===== src/rtl/gam_learning_sequencer_pkg.sv =====
// Shared constants and types for the GAM learning/recall sequencer.
package gam_learning_sequencer_pkg;

   localparam int unsigned CLASS_COUNT = 4;
   localparam int unsigned NODE_COUNT  = 16;
   localparam int unsigned X_W         = 32;
   localparam int unsigned ACK_TIMEOUT = 64;

   // Index widths: 1-based indices with 0 meaning "none"
   localparam int unsigned CLASS_W     = $clog2(CLASS_COUNT + 1);
   localparam int unsigned NODE_W      = $clog2(NODE_COUNT + 1);
   // Scan cursor must reach CLASS_COUNT+1 to detect the end of a pass
   localparam int unsigned CURSOR_W    = $clog2(CLASS_COUNT + 2);
   // Zero-based array index widths
   localparam int unsigned CLASS_IDX_W = (CLASS_COUNT > 1) ? $clog2(CLASS_COUNT) : 1;
   localparam int unsigned NODE_IDX_W  = (NODE_COUNT > 1) ? $clog2(NODE_COUNT) : 1;

   typedef logic [X_W-1:0] node_vector_T;

   typedef enum logic {
      LEARNING = 1'b0,
      RECALL   = 1'b1
   } LEARNING_RECALL_T;

   typedef enum logic {
      READY = 1'b0,
      WAIT  = 1'b1
   } READY_WAIT_T;

   typedef enum logic [3:0] {
      StIdle,
      StScan,
      StIssue,
      StAck,
      StDoneWait,
      StFinish,
      StRIdle,
      StRHold,
      StErr
   } SEQ_STATE_T;

   // A zero hold length still presents the cue for one cycle
   function automatic logic [7:0] hold_init(input logic [7:0] tk);
      return (tk == 8'd0) ? 8'd1 : tk;
   endfunction

endpackage


===== src/rtl/gam_pattern_store.sv =====
// Training pattern store: class x node register array, per-class high-water
// node counts, load validation and a combinational read port.
module gam_pattern_store
   import gam_learning_sequencer_pkg::*;
(
   input  logic                clk,
   input  logic                reset,
   input  logic                ld_open,
   input  logic                ld_valid,
   input  logic [CLASS_W-1:0]  ld_class,
   input  logic [NODE_W-1:0]   ld_node,
   input  logic [X_W-1:0]      ld_data,
   output logic                ld_reject,
   input  logic [CURSOR_W-1:0] rd_class,
   input  logic [NODE_W-1:0]   rd_node,
   output logic [X_W-1:0]      rd_data,
   output logic [NODE_W-1:0]   rd_count
);

   localparam logic [CLASS_W-1:0]  LdClassMax = CLASS_W'(CLASS_COUNT);
   localparam logic [NODE_W-1:0]   NodeMax    = NODE_W'(NODE_COUNT);
   localparam logic [CURSOR_W-1:0] RdClassMax = CURSOR_W'(CLASS_COUNT);

   logic [X_W-1:0]         store_q [CLASS_COUNT][NODE_COUNT];
   logic [NODE_W-1:0]      count_q [CLASS_COUNT];
   logic                   reject_q;
   logic                   ld_ok;
   logic                   rd_in_range;
   logic [CLASS_IDX_W-1:0] wr_ci;
   logic [CLASS_IDX_W-1:0] rd_ci;
   logic [NODE_IDX_W-1:0]  wr_ni;
   logic [NODE_IDX_W-1:0]  rd_ni;

   // Load validation and 1-based to 0-based index conversion
   always_comb begin
      ld_ok = ld_valid && ld_open && (ld_data != '0) &&
              (ld_class != '0) && (ld_class <= LdClassMax) &&
              (ld_node != '0) && (ld_node <= NodeMax);
      wr_ci = CLASS_IDX_W'(ld_class - CLASS_W'(1));
      wr_ni = NODE_IDX_W'(ld_node - NODE_W'(1));
      rd_ci = CLASS_IDX_W'(rd_class - CURSOR_W'(1));
      rd_ni = NODE_IDX_W'(rd_node - NODE_W'(1));
      rd_in_range = (rd_class != '0) && (rd_class <= RdClassMax);
   end

   // Pattern array write; contents need no reset
   always_ff @(posedge clk) begin
      if (ld_ok) begin
         store_q[wr_ci][wr_ni] <= ld_data;
      end
   end

   // Per-class counts track the highest node loaded; reject pulses one cycle
   always_ff @(posedge clk) begin
      if (reset) begin
         for (int i = 0; i < int'(CLASS_COUNT); i++) begin
            count_q[i] <= '0;
         end
         reject_q <= 1'b0;
      end else begin
         reject_q <= ld_valid && !ld_ok;
         if (ld_ok && (ld_node > count_q[wr_ci])) begin
            count_q[wr_ci] <= ld_node;
         end
      end
   end

   assign ld_reject = reject_q;
   assign rd_data   = store_q[rd_ci][rd_ni];
   // Out-of-range cursor reads as an empty class so the scan skips it
   assign rd_count  = rd_in_range ? count_q[rd_ci] : '0;

endmodule


===== src/rtl/gam_learning_sequencer.sv =====
// Learning/recall sequencer for Memory_Layer: replays stored training
// patterns over the ready/wait handshake, then serves timed recall cues.
module gam_learning_sequencer
   import gam_learning_sequencer_pkg::*;
#(
   parameter int unsigned AckTimeout = ACK_TIMEOUT
) (
   input  logic               clk,
   input  logic               reset,
   input  logic               ld_valid,
   input  logic [CLASS_W-1:0] ld_class,
   input  logic [NODE_W-1:0]  ld_node,
   input  logic [X_W-1:0]     ld_data,
   output logic               ld_reject,
   input  logic               start,
   input  logic [7:0]         tk,
   input  logic               recall_req,
   input  logic [X_W-1:0]     recall_pattern,
   output logic               recall_ack,
   output logic [X_W-1:0]     x,
   output logic [31:0]        c,
   output logic               learning_done,
   output LEARNING_RECALL_T   learning_recall,
   input  READY_WAIT_T        ready_wait,
   output logic               busy,
   output logic               error,
   output logic [15:0]        issued_count
);

   localparam int unsigned         TmoW    = $clog2(AckTimeout + 1);
   localparam logic [TmoW-1:0]     TmoLast = TmoW'(AckTimeout - 1);
   localparam logic [CURSOR_W-1:0] ClsLast = CURSOR_W'(CLASS_COUNT);

   SEQ_STATE_T         state_q, state_d;
   logic [CURSOR_W-1:0] cls_q, cls_d;
   logic [NODE_W-1:0]  node_q, node_d;
   logic [15:0]        issued_q, issued_d;
   logic [X_W-1:0]     x_q, x_d;
   logic [31:0]        c_q, c_d;
   logic               done_q, done_d;
   LEARNING_RECALL_T   lr_q, lr_d;
   logic               err_q, err_d;
   logic [TmoW-1:0]    tmo_q, tmo_d;
   logic [7:0]         hold_q, hold_d;
   logic               waiting;
   logic               ld_open;
   logic [X_W-1:0]     rd_data;
   logic [NODE_W-1:0]  rd_count;

   assign ld_open = (state_q == StIdle) || (state_q == StRIdle);

   gam_pattern_store u_store (
      .clk      (clk),
      .reset    (reset),
      .ld_open  (ld_open),
      .ld_valid (ld_valid),
      .ld_class (ld_class),
      .ld_node  (ld_node),
      .ld_data  (ld_data),
      .ld_reject(ld_reject),
      .rd_class (cls_q),
      .rd_node  (node_q),
      .rd_data  (rd_data),
      .rd_count (rd_count)
   );

   // Next-state and datapath updates for the learning/recall sequence
   always_comb begin
      state_d  = state_q;
      cls_d    = cls_q;
      node_d   = node_q;
      issued_d = issued_q;
      x_d      = x_q;
      c_d      = c_q;
      done_d   = done_q;
      lr_d     = lr_q;
      err_d    = err_q;
      tmo_d    = tmo_q;
      hold_d   = hold_q;
      waiting  = 1'b0;

      case (state_q)
         StIdle, StRIdle: begin
            if (start) begin
               state_d  = StScan;
               cls_d    = CURSOR_W'(1);
               node_d   = NODE_W'(1);
               issued_d = '0;
               done_d   = 1'b0;
               lr_d     = LEARNING;
            end else if ((state_q == StRIdle) && recall_req && (recall_pattern != '0)) begin
               state_d = StRHold;
               x_d     = recall_pattern;
               hold_d  = hold_init(tk);
            end
         end
         StScan: begin
            if (cls_q > ClsLast) begin
               state_d = StFinish;
            end else if ((rd_count != '0) && (node_q <= rd_count)) begin
               state_d = StIssue;
               tmo_d   = '0;
            end else begin
               cls_d  = cls_q + 1'b1;
               node_d = NODE_W'(1);
            end
         end
         StIssue: begin
            if (ready_wait == READY) begin
               state_d = StAck;
               x_d     = rd_data;
               c_d     = 32'(cls_q);
               tmo_d   = '0;
            end else begin
               waiting = 1'b1;
            end
         end
         StAck: begin
            if (ready_wait == WAIT) begin
               state_d = StDoneWait;
               tmo_d   = '0;
            end else begin
               waiting = 1'b1;
            end
         end
         StDoneWait: begin
            if (ready_wait == READY) begin
               state_d  = StScan;
               issued_d = issued_q + 1'b1;
               if (node_q >= rd_count) begin
                  cls_d  = cls_q + 1'b1;
                  node_d = NODE_W'(1);
               end else begin
                  node_d = node_q + 1'b1;
               end
            end else begin
               waiting = 1'b1;
            end
         end
         StFinish: begin
            state_d = StRIdle;
            done_d  = 1'b1;
            lr_d    = RECALL;
         end
         StRHold: begin
            if (hold_q <= 8'd1) begin
               state_d = StRIdle;
            end else begin
               hold_d = hold_q - 1'b1;
            end
         end
         StErr: begin
            state_d = StErr;
         end
         default: begin
            state_d = StIdle;
         end
      endcase

      // Shared handshake watchdog for ISSUE, ACK and DONE_WAIT
      if (waiting) begin
         if (tmo_q >= TmoLast) begin
            state_d = StErr;
            err_d   = 1'b1;
         end else begin
            tmo_d = tmo_q + 1'b1;
         end
      end
   end

   // State and datapath registers with synchronous reset
   always_ff @(posedge clk) begin
      if (reset) begin
         state_q  <= StIdle;
         cls_q    <= '0;
         node_q   <= '0;
         issued_q <= '0;
         x_q      <= '0;
         c_q      <= '0;
         done_q   <= 1'b0;
         lr_q     <= LEARNING;
         err_q    <= 1'b0;
         tmo_q    <= '0;
         hold_q   <= '0;
      end else begin
         state_q  <= state_d;
         cls_q    <= cls_d;
         node_q   <= node_d;
         issued_q <= issued_d;
         x_q      <= x_d;
         c_q      <= c_d;
         done_q   <= done_d;
         lr_q     <= lr_d;
         err_q    <= err_d;
         tmo_q    <= tmo_d;
         hold_q   <= hold_d;
      end
   end

   assign x               = x_q;
   assign c               = c_q;
   assign learning_done   = done_q;
   assign learning_recall = lr_q;
   assign error           = err_q;
   assign issued_count    = issued_q;
   assign busy            = !ld_open;
   // Ack is asserted during the final cycle of the hold
   assign recall_ack      = (state_q == StRHold) && (hold_q == 8'd1);

endmodule


===== config.mk =====
export PLATFORM = sky130hd
export DESIGN_NAME = gam_learning_sequencer
export DESIGN_NICKNAME = d
export VERILOG_FILES = /design/src/rtl/gam_learning_sequencer_pkg.sv /design/src/rtl/gam_pattern_store.sv /design/src/rtl/gam_learning_sequencer.sv
export SDC_FILE = /design/constraint.sdc
export NUM_CORES = 2
export LEC_CHECK = 0
export ABC_AREA = 0
export BUFFER_PORTS_ARGS = -buffer_cell sky130_fd_sc_hd__buf_4
export CORE_MARGIN = 3
export CORE_UTILIZATION = 30
export CTS_BUF_LIST = sky130_fd_sc_hd__clkbuf_4
export CTS_CLUSTER_DIAMETER = 60
export DETAILED_ROUTE_END_ITERATION = 8
export GPL_TIMING_DRIVEN = 1
export HOLD_SLACK_MARGIN = 0.05
export SKIP_CTS_REPAIR_TIMING = 1
export SLEW_MARGIN = 10
export SYNTH_ARGS = -nofsm -noshare
export SYNTH_HDL_FRONTEND = slang
export SYNTH_SLANG_ARGS = --single-unit

===== constraint.sdc =====
create_clock -name clk -period 6.46 [get_ports clk]
set_clock_uncertainty 0.1 [all_clocks]
set_input_delay 1.292 -clock clk [delete_from_list [all_inputs] [get_ports clk]]
set_output_delay 1.292 -clock clk [all_outputs]
set_load 0.02 [all_outputs]

# Yosys cells after proc, flatten, opt, wreduce, memory -nomap -nowiden
# Memories as Yosys holds them, arrays and structs flattened.
# Index checks and enable logic that the tools add are counted.
# Widths: inputs -> output; s select.
[word_totals]
in_bits = 86
regBits = 81
latch_bits = 0
mem_bits_rw = 2068
memories = 2
rom_bits = 0
[op_classes]
mux = 63
n_reduce_logical = 41
n_eq_ne = 18
n_addsub = 9
shifts = 0
div_mod_pow = 0
n_lt_le_gt_ge = 12
bitwise_logic = 3
multipliers = 0
[memory_table]
columns = ["name", "depth", "width", "read_ports", "rd_ports_with_merged_regs", "write_ports", "line_no", "text"]
rows = [
  ["u_store.store_q", 4, 512, 1, 0, 1, "gam_pattern_store.sv:24", "logic [X_W-1:0] store_q [CLASS_COUNT][NODE_COUNT];"],
  ["u_store.count_q", 4, 5, 2, 0, 4, "gam_pattern_store.sv:25", "logic [NODE_W-1:0] count_q [CLASS_COUNT];"],
]
[ops]
columns = ["cell", "count"]
rows = [
  ["$mux 512", 1],
  ["$mux 32", 6],
  ["$bmux 32 s4", 1],
  ["$demux 32 s4", 1],
  ["$pmux 32 s2", 1],
  ["$reduce_bool 32->1", 2],
  ["$mux 7", 6],
  ["$mux 4", 10],
  ["$mux 5", 7],
  ["$mux 16", 2],
  ["$mux 8", 4],
  ["$pmux 16 s2", 1],
  ["$pmux 4 s8", 1],
  ["$pmux 7 s3", 1],
  ["$ne 2x2->1 const B", 9],
  ["$add 16x1->16 const B", 1],
  ["$eq 4x3->1 const B", 4],
  ["$pmux 8 s2", 1],
  ["$mux 3", 5],
  ["$pmux 5 s3", 1],
  ["$logic_and 1x1->1", 14],
  ["$ge 5x5->1 const B", 2],
  ["$mux 1", 10],
  ["$not 4->5", 2],
  ["other kinds (37)", 53],
]

# Longest topological paths before layout
[depth]
depth_word = 14
mapped_depth = 18
mapped_depth_nobuf = 12

# Modules after synthesis
# Synthesis repeated with hierarchy kept, for this count alone.
[hier_totals]
cells_unflattened = 3925
area_unflattened_um2 = 83886.7
[by_module_without_submodules]
columns = ["module", "seq_area_each_um2", "cells_each", "instances", "area_each_um2"]
rows = [
  ["gam_pattern_store", 62119.6, 3388, 1, 79412.4],
  ["gam_learning_sequencer", 1601.5, 537, 1, 4474.3],
]

# Least setup slack after synthesis
# No wires, ideal clock.
[synth_path]
path_kind = "input-to-reg"
from = "in ld_class[0]"
to = "mem u_store.store_q[3][320] (netlist name), enable pin"
arrival_ps = 5242
path_slack_ps = 657
path_stages = 8
setup_time_ps = 461
required_time_ps = 5899
cell_sequence = "clkbuf_1 > inv_1 > ha_1 > xnor2_1 > nand2_1 > nor4b_4 > nand2_1 > nor3_1"
[synth_between]
elab_chain_len = 7
[synth_rtl]
columns = ["item", "line_no", "text"]
rows = [
  ["start, declared", "gam_learning_sequencer.sv:11", "input logic [CLASS_W-1:0] ld_class,"],
  ["branches (longest 7 deep; another with $le 3x3->1)", "n/a", ""],
  ["end, declared", "gam_pattern_store.sv:24", ""],
]
# Several ways; the timed one is not identified.

# Worst setup path in the final report
[layout_path]
from = "reg cls_q[0]"
to = "reg x_q[28], in the netlist x[28]"
[layout_between]
elab_chain_len = 7
[layout_rtl]
columns = ["item", "line_no", "text"]
rows = [
  ["start, declared", "gam_learning_sequencer.sv:35", "logic [CURSOR_W-1:0] cls_q, cls_d;"],
  ["start signal, assigned", "gam_learning_sequencer.sv:187", "cls_q <= cls_d;"],
  ["$sub 2x1->2", "gam_pattern_store.sv:41", "rd_ci = CLASS_IDX_W'(rd_class - CURSOR_W'(1));"],
  ["$mem_v2 4x512", "n/a", ""],
  ["$bmux 32 s4", "gam_pattern_store.sv:69", "assign rd_data = store_q[rd_ci][rd_ni];"],
  ["$mux 32 (not written as such) (2 in series)", "gam_pattern_store.sv:69", ""],
  ["$mux 32", "gam_learning_sequencer.sv:109", "if (ready_wait == READY) begin"],
  ["$pmux 32 s2", "gam_learning_sequencer.sv:82", "case (state_q)"],
  ["end signal, assigned", "gam_learning_sequencer.sv:178", "x_q <= '0;"],
  ["end signal, assigned", "gam_learning_sequencer.sv:190", "x_q <= x_d;"],
  ["end, declared", "gam_learning_sequencer.sv:38", "logic [X_W-1:0] x_q, x_d;"],
]
# Every way passes these cells. The select of a mux whose other input is x is not followed.
# A chain may end at the register's enable or synchronous reset.

==> results by stage <==
Outcome:
- The run finished with clean final reports.

Clock tree:
- The clock passes through at most 4 buffers.
- The CTS buffer count is around 570.
- The number of H-tree levels is 6.
- For this design, the sink count on the clock tree is 2,149.
- The clock-pin slew of the registers on the worst-case setup and hold paths is ~0.080 ns.
- The buffer type at the clock tree root is sky130_fd_sc_hd__clkbuf_4.
- For the worst-skew pair, the clock arrives at the later sink with an insertion delay of about 1.3 ns.
- The clock tree from TritonCTS is built.

Power:
- Summing internal, switching and leakage power gives around 33,000 µW.
- The switching part of the total power is around 28%.
- The part of the power in registers is 46.4%.
- Combinational logic burns a little under a fifth of the power.
- The power share of the clock group is around a third.
- The internal power of the cells totals approximately 24,000 µW.
- The peak ir drop on the vdd network is 0.225 mV.
- The power spent charging and discharging nets is slightly above 9000 µW.
- For this design the static power due to leakage is between 0.03 and 0.04 µW.
- Power spread over the standard cell area amounts to roughly 340 nW/µm².

Cells and area:
- The number of cells in the finished layout apart from fillers is approximately 9,000.
- The relative area change from synthesis to final layout is 15.8%.
- Summing all non-filler instances in the final layout gives an area of 97,300 µm².
- Cells with a size suffix above 1 make up 32.7% of the layout.
- For this run, the post-layout net count is around 5,000.

Critical path:
- The maximum fanout count along the critical path is 52.
- The slowest stage of the critical path is the sky130_fd_sc_hd__ha_4 cell.
- The kind of cell with the highest combined delay on the critical path is compound AO/OA/AOI/OAI gates.
- The path type of the worst setup path is reg -> reg.
- The register-to-register setup slack is approximately 1.7 ns.
- For this run, the slowest stage of the critical path takes roughly 0.96 ns.
- The endpoint kind of the worst setup timing path is a flop.
- The required time of the critical path is roughly 7.7 ns.
- For the worst setup path, the data arrival time is 5.92 ns.
- The number of cells on the worst reg-to-reg path is 9.
- The most numerous cell on the critical path is sky130_fd_sc_hd__nand3_1.
- The signal on the critical path passes through inv_1, ha_4, buf_4, mux2i_1, a22oi_1, nand3_1, a32oi_1, nand3_1, a21oi_1.
- The worst reg2reg path endpoint is x[28].
- Together, buffers and inverters on the worst path number 2.
- The worst register-to-register path begins at cls_q[0].
- The worst setup path is launched from a flop.

Synth:
- The synthesized area is about 84,000 µm².
- During synthesis, Yosys emitted a total of 0 warnings.
- In this run, synthesis inferred 2,068 flip-flops with an integrated enable.
- After synthesis, the share of flip-flops with an asynchronous set or reset is 0%.
- In this run, distinct cell masters in the synthesized netlist total 80.
- The mean cell area of the mapped netlist is around 20 µm².
- The most used flip-flop cell after synthesis is sky130_fd_sc_hd__edfxtp_1.
- The post-synthesis register bit count is 2,149.
- Sequential elements use 75.9% of the synthesized area.
- In the synthesized netlist, the number of instances is ~4,200.

Route:
- The routed length per instance is 26.3 µm.
- The wire length reported by the detailed router is around 240,000 µm.
- The number of iterations in the first detailed-routing pass is 5.
- Summing over every cut layer, the via total after detailed routing is between 40,000 and 50,000.
- The number of routed nets with antenna violations is 0.
- The detailed router finished its first iteration with between 4,000 and 5,000 violations.
- The number of DRC violations after detailed routing is 0.
- The average vias per placed instance is 5.11.

Flow run:
- Max-cap violations in this run came to 0.

Floorplanning:
- The die is roughly 540 µm wide.
- The die area is about 290,000 µm².
- From bottom edge to top edge, the die measures roughly 540 µm.
- ~170 I/O pins were placed.
- The area of the placeable core is 277,000 µm².
- The initial utilization of the core area, before any placement, comes to approximately 30%.
- The row count is between 150 and 200.

Global routing:
- Global routing used 3.23% of the available met3 tracks.
- The busiest layer in global routing is met2.
- In the global route stage, met1 resource usage came out at around a fifth.
- The largest net degree at the start of global routing is between 90 and 100.
- The initial antenna violation count is 10.
- The total overflow left after global routing is 0.
- The number of global-route vias before repair came to ~47,000.
- The global routing met2 resource utilization is a little over a quarter.
- Global routing consumed, over all layers together, approximately 16% of the routing resources.
- The first global-routing pass estimated 335,000 µm of wire.

Timing:
- The final-report hold violation count is 0.
- The worst path uses 73.3% of the clock period.
- The post-layout minimum cycle time is roughly 4.7 ns.
- The sum of negative setup slack is 0 ns.
- The number of pins with negative max-slew slack in the final report came to 0.
- Based on the critical path, the design can be clocked at up to about 210 MHz.
- Setup violations remaining at the end of the flow were counted as 0.
- The actual transition at the worst max-transition pin is 1.22 ns.
- Measured against its own limit, the worst slew margin works out to 18.7%.
- Setup repair after global routing left no endpoint under its margin.

Placed design:
- The wire-length estimate of the detail-placed layout is 142,000 µm.
- Input and output buffers added on the ports amount to 142.
- In this run, placement finished with an instance count of ~8,000.
- Once placement finished, the instance area stood at 90,500 µm².
- At the end of routability-driven placement, the weighted congestion stood at 0.849.

Hold path:
- The endpoint with the worst hold slack is x[21].
- In this run the most critical hold path is launched from recall_pattern[21].
- The worst hold path was traced through 3 stages.
- The path class of the tightest hold or removal check is in -> reg.
==> Yosys cell counts, types with 5 or more instances <==
master / instances / area (µm²)
sky130_fd_sc_hd__ha_1: 23 / 288
sky130_fd_sc_hd__a21oi_1: 102 / 510
sky130_fd_sc_hd__buf_2: 58 / 290
sky130_fd_sc_hd__buf_1: 15 / 56.3
sky130_fd_sc_hd__a22o_1: 10 / 87.6
sky130_fd_sc_hd__buf_4: 73 / 548
sky130_fd_sc_hd__o21a_1: 7 / 52.6
sky130_fd_sc_hd__mux2i_1: 225 / 2250
sky130_fd_sc_hd__dfxtp_1: 81 / 1620
sky130_fd_sc_hd__mux4_2: 412 / 9280
sky130_fd_sc_hd__clkbuf_1: 111 / 417
sky130_fd_sc_hd__xnor2_1: 5 / 43.8
sky130_fd_sc_hd__xor2_1: 10 / 87.6
sky130_fd_sc_hd__nand2_1: 64 / 240
sky130_fd_sc_hd__nand2b_1: 7 / 43.8
sky130_fd_sc_hd__a221oi_1: 30 / 263
sky130_fd_sc_hd__o211ai_1: 5 / 37.5
sky130_fd_sc_hd__a211oi_1: 10 / 75.1
sky130_fd_sc_hd__a32oi_1: 18 / 158
sky130_fd_sc_hd__and3_1: 7 / 43.8
sky130_fd_sc_hd__inv_1: 32 / 120
sky130_fd_sc_hd__and4_1: 17 / 149
sky130_fd_sc_hd__o21ai_0: 61 / 305
sky130_fd_sc_hd__buf_6: 16 / 180
sky130_fd_sc_hd__nand4_1: 14 / 87.6
sky130_fd_sc_hd__o31ai_1: 13 / 97.6
sky130_fd_sc_hd__nor2b_1: 20 / 125
sky130_fd_sc_hd__or3_1: 10 / 62.6
sky130_fd_sc_hd__and2_1: 13 / 81.3
sky130_fd_sc_hd__nand3_1: 143 / 716
sky130_fd_sc_hd__a31o_2: 7 / 61.3
sky130_fd_sc_hd__nor3_1: 24 / 120
sky130_fd_sc_hd__a31oi_1: 8 / 50.1
sky130_fd_sc_hd__nor4_1: 26 / 163
sky130_fd_sc_hd__nor3b_1: 7 / 52.6
sky130_fd_sc_hd__edfxtp_1: 2068 / 62100
sky130_fd_sc_hd__nor2_1: 111 / 417
sky130_fd_sc_hd__a22oi_1: 262 / 1970
==> through the flow <==
step / worst slack [ns] / hold slack [ns] / util, %
after floorplan: 0.657 / 0.336 / -
after global placement: 0.938 / 0.350 / 32.6
after detailed placement: 0.901 / 0.359 / 32.6
after CTS: 1.66 / -0.0329 / 35.0
after global routing: 1.51 / 0.0421 / 35.0
final: 1.73 / 0.138 / 35.1
==> registers in the layout (all words and copies together) (netlist names) <==
signal and flops:
tmo_q 7, u_store.count_q 20, x 32, hold_q 8, c 3, u_store.store_q 2048, learning_recall 1, issued_count 16
node_q 5, cls_q 3, u_store.ld_reject 1, error 1, state_q 4
==> area by class of cell <==
type	count	area [µm²]
Sequential cell	2149	63700
Antenna cell	13	32.5
Fill cell	25983	180000
Timing Repair Buffer	347	2780
Clock buffer	822	6170
Multi-Input combinational cell	1769	19200
Inverter	34	128
Tap cell	3705	4640
Clock inverter	115	577
==> placed cells by master (no fill, tap or decap), types with 14 or more instances in the layout <==
cell type / n
sky130_fd_sc_hd__o21ai_0: 61
sky130_fd_sc_hd__clkbuf_4: 822
sky130_fd_sc_hd__ha_1: 21
sky130_fd_sc_hd__nor4_1: 26
sky130_fd_sc_hd__nand2_1: 64
sky130_fd_sc_hd__inv_1: 32
sky130_fd_sc_hd__buf_12: 14
sky130_fd_sc_hd__a21oi_1: 102
sky130_fd_sc_hd__nor3_1: 16
sky130_fd_sc_hd__dfxtp_1: 80
sky130_fd_sc_hd__edfxtp_1: 2068
sky130_fd_sc_hd__mux4_2: 412
sky130_fd_sc_hd__nor2b_1: 16
sky130_fd_sc_hd__clkinv_1: 88
sky130_fd_sc_hd__a221oi_1: 30
sky130_fd_sc_hd__conb_1: 29
sky130_fd_sc_hd__inv_2: 15
sky130_fd_sc_hd__nor2_4: 59
sky130_fd_sc_hd__nand4_1: 14
sky130_fd_sc_hd__a32oi_1: 18
sky130_fd_sc_hd__nand3_1: 143
sky130_fd_sc_hd__and4_1: 17
sky130_fd_sc_hd__mux2i_1: 225
sky130_fd_sc_hd__buf_4: 332
sky130_fd_sc_hd__a22oi_1: 262
sky130_fd_sc_hd__nor2_1: 54
==> tightest hold or removal path: cells and delay by family <==
kind	cells	cell delay (ns)
AOI/OAI and AO/OA	2	0.18
buffers and inverters	1	0.09
==> per-layer routing <==
layer  vias to the layer above  part of all wire (%)
li1                      19213                     -
met2                      2080                    49
met5                         -                 0.021
met3                       379                   7.1
met1                     24078                    40
met4                         8                   3.8
==> cells by family after synthesis <==
family	share of synthesized area, %
flops	75.9
mux	13.8
compound gates	4.80
simple gates	3.03
buf+inv	1.97
fa+ha+maj	0.343
xor+xnor	0.156
other cells	0.00447
==> power groups by stage <==
stage | logic (µW) | clock network (µW) | registers, µW
after CTS | 6400 | 11700 | 15400
final | 6340 | 11400 | 15400
after global routing | 6700 | 12400 | 15400
after detailed placement | 6380 | 0 | 15700
after global placement | 6360 | 0 | 15700
after floorplan | 4330 | 0 | 15600
==> how the worst max path moves through the flow <==
stage	from	end	cells after the start
2_1_floorplan	ld_class[0]	u_store.store_q[3][320]	8
3_3_place_gp	ld_data[7]	u_store.store_q[0][286]	8
3_5_place_dp	ld_data[7]	u_store.store_q[1][280]	8
4_1_cts	cls_q[0]	x[17]	10
5_1_grt	cls_q[0]	tmo_q[2]	11
6_report	cls_q[0]	x[28]	9
No activity file was read; power rests on OpenSTA's default activity.
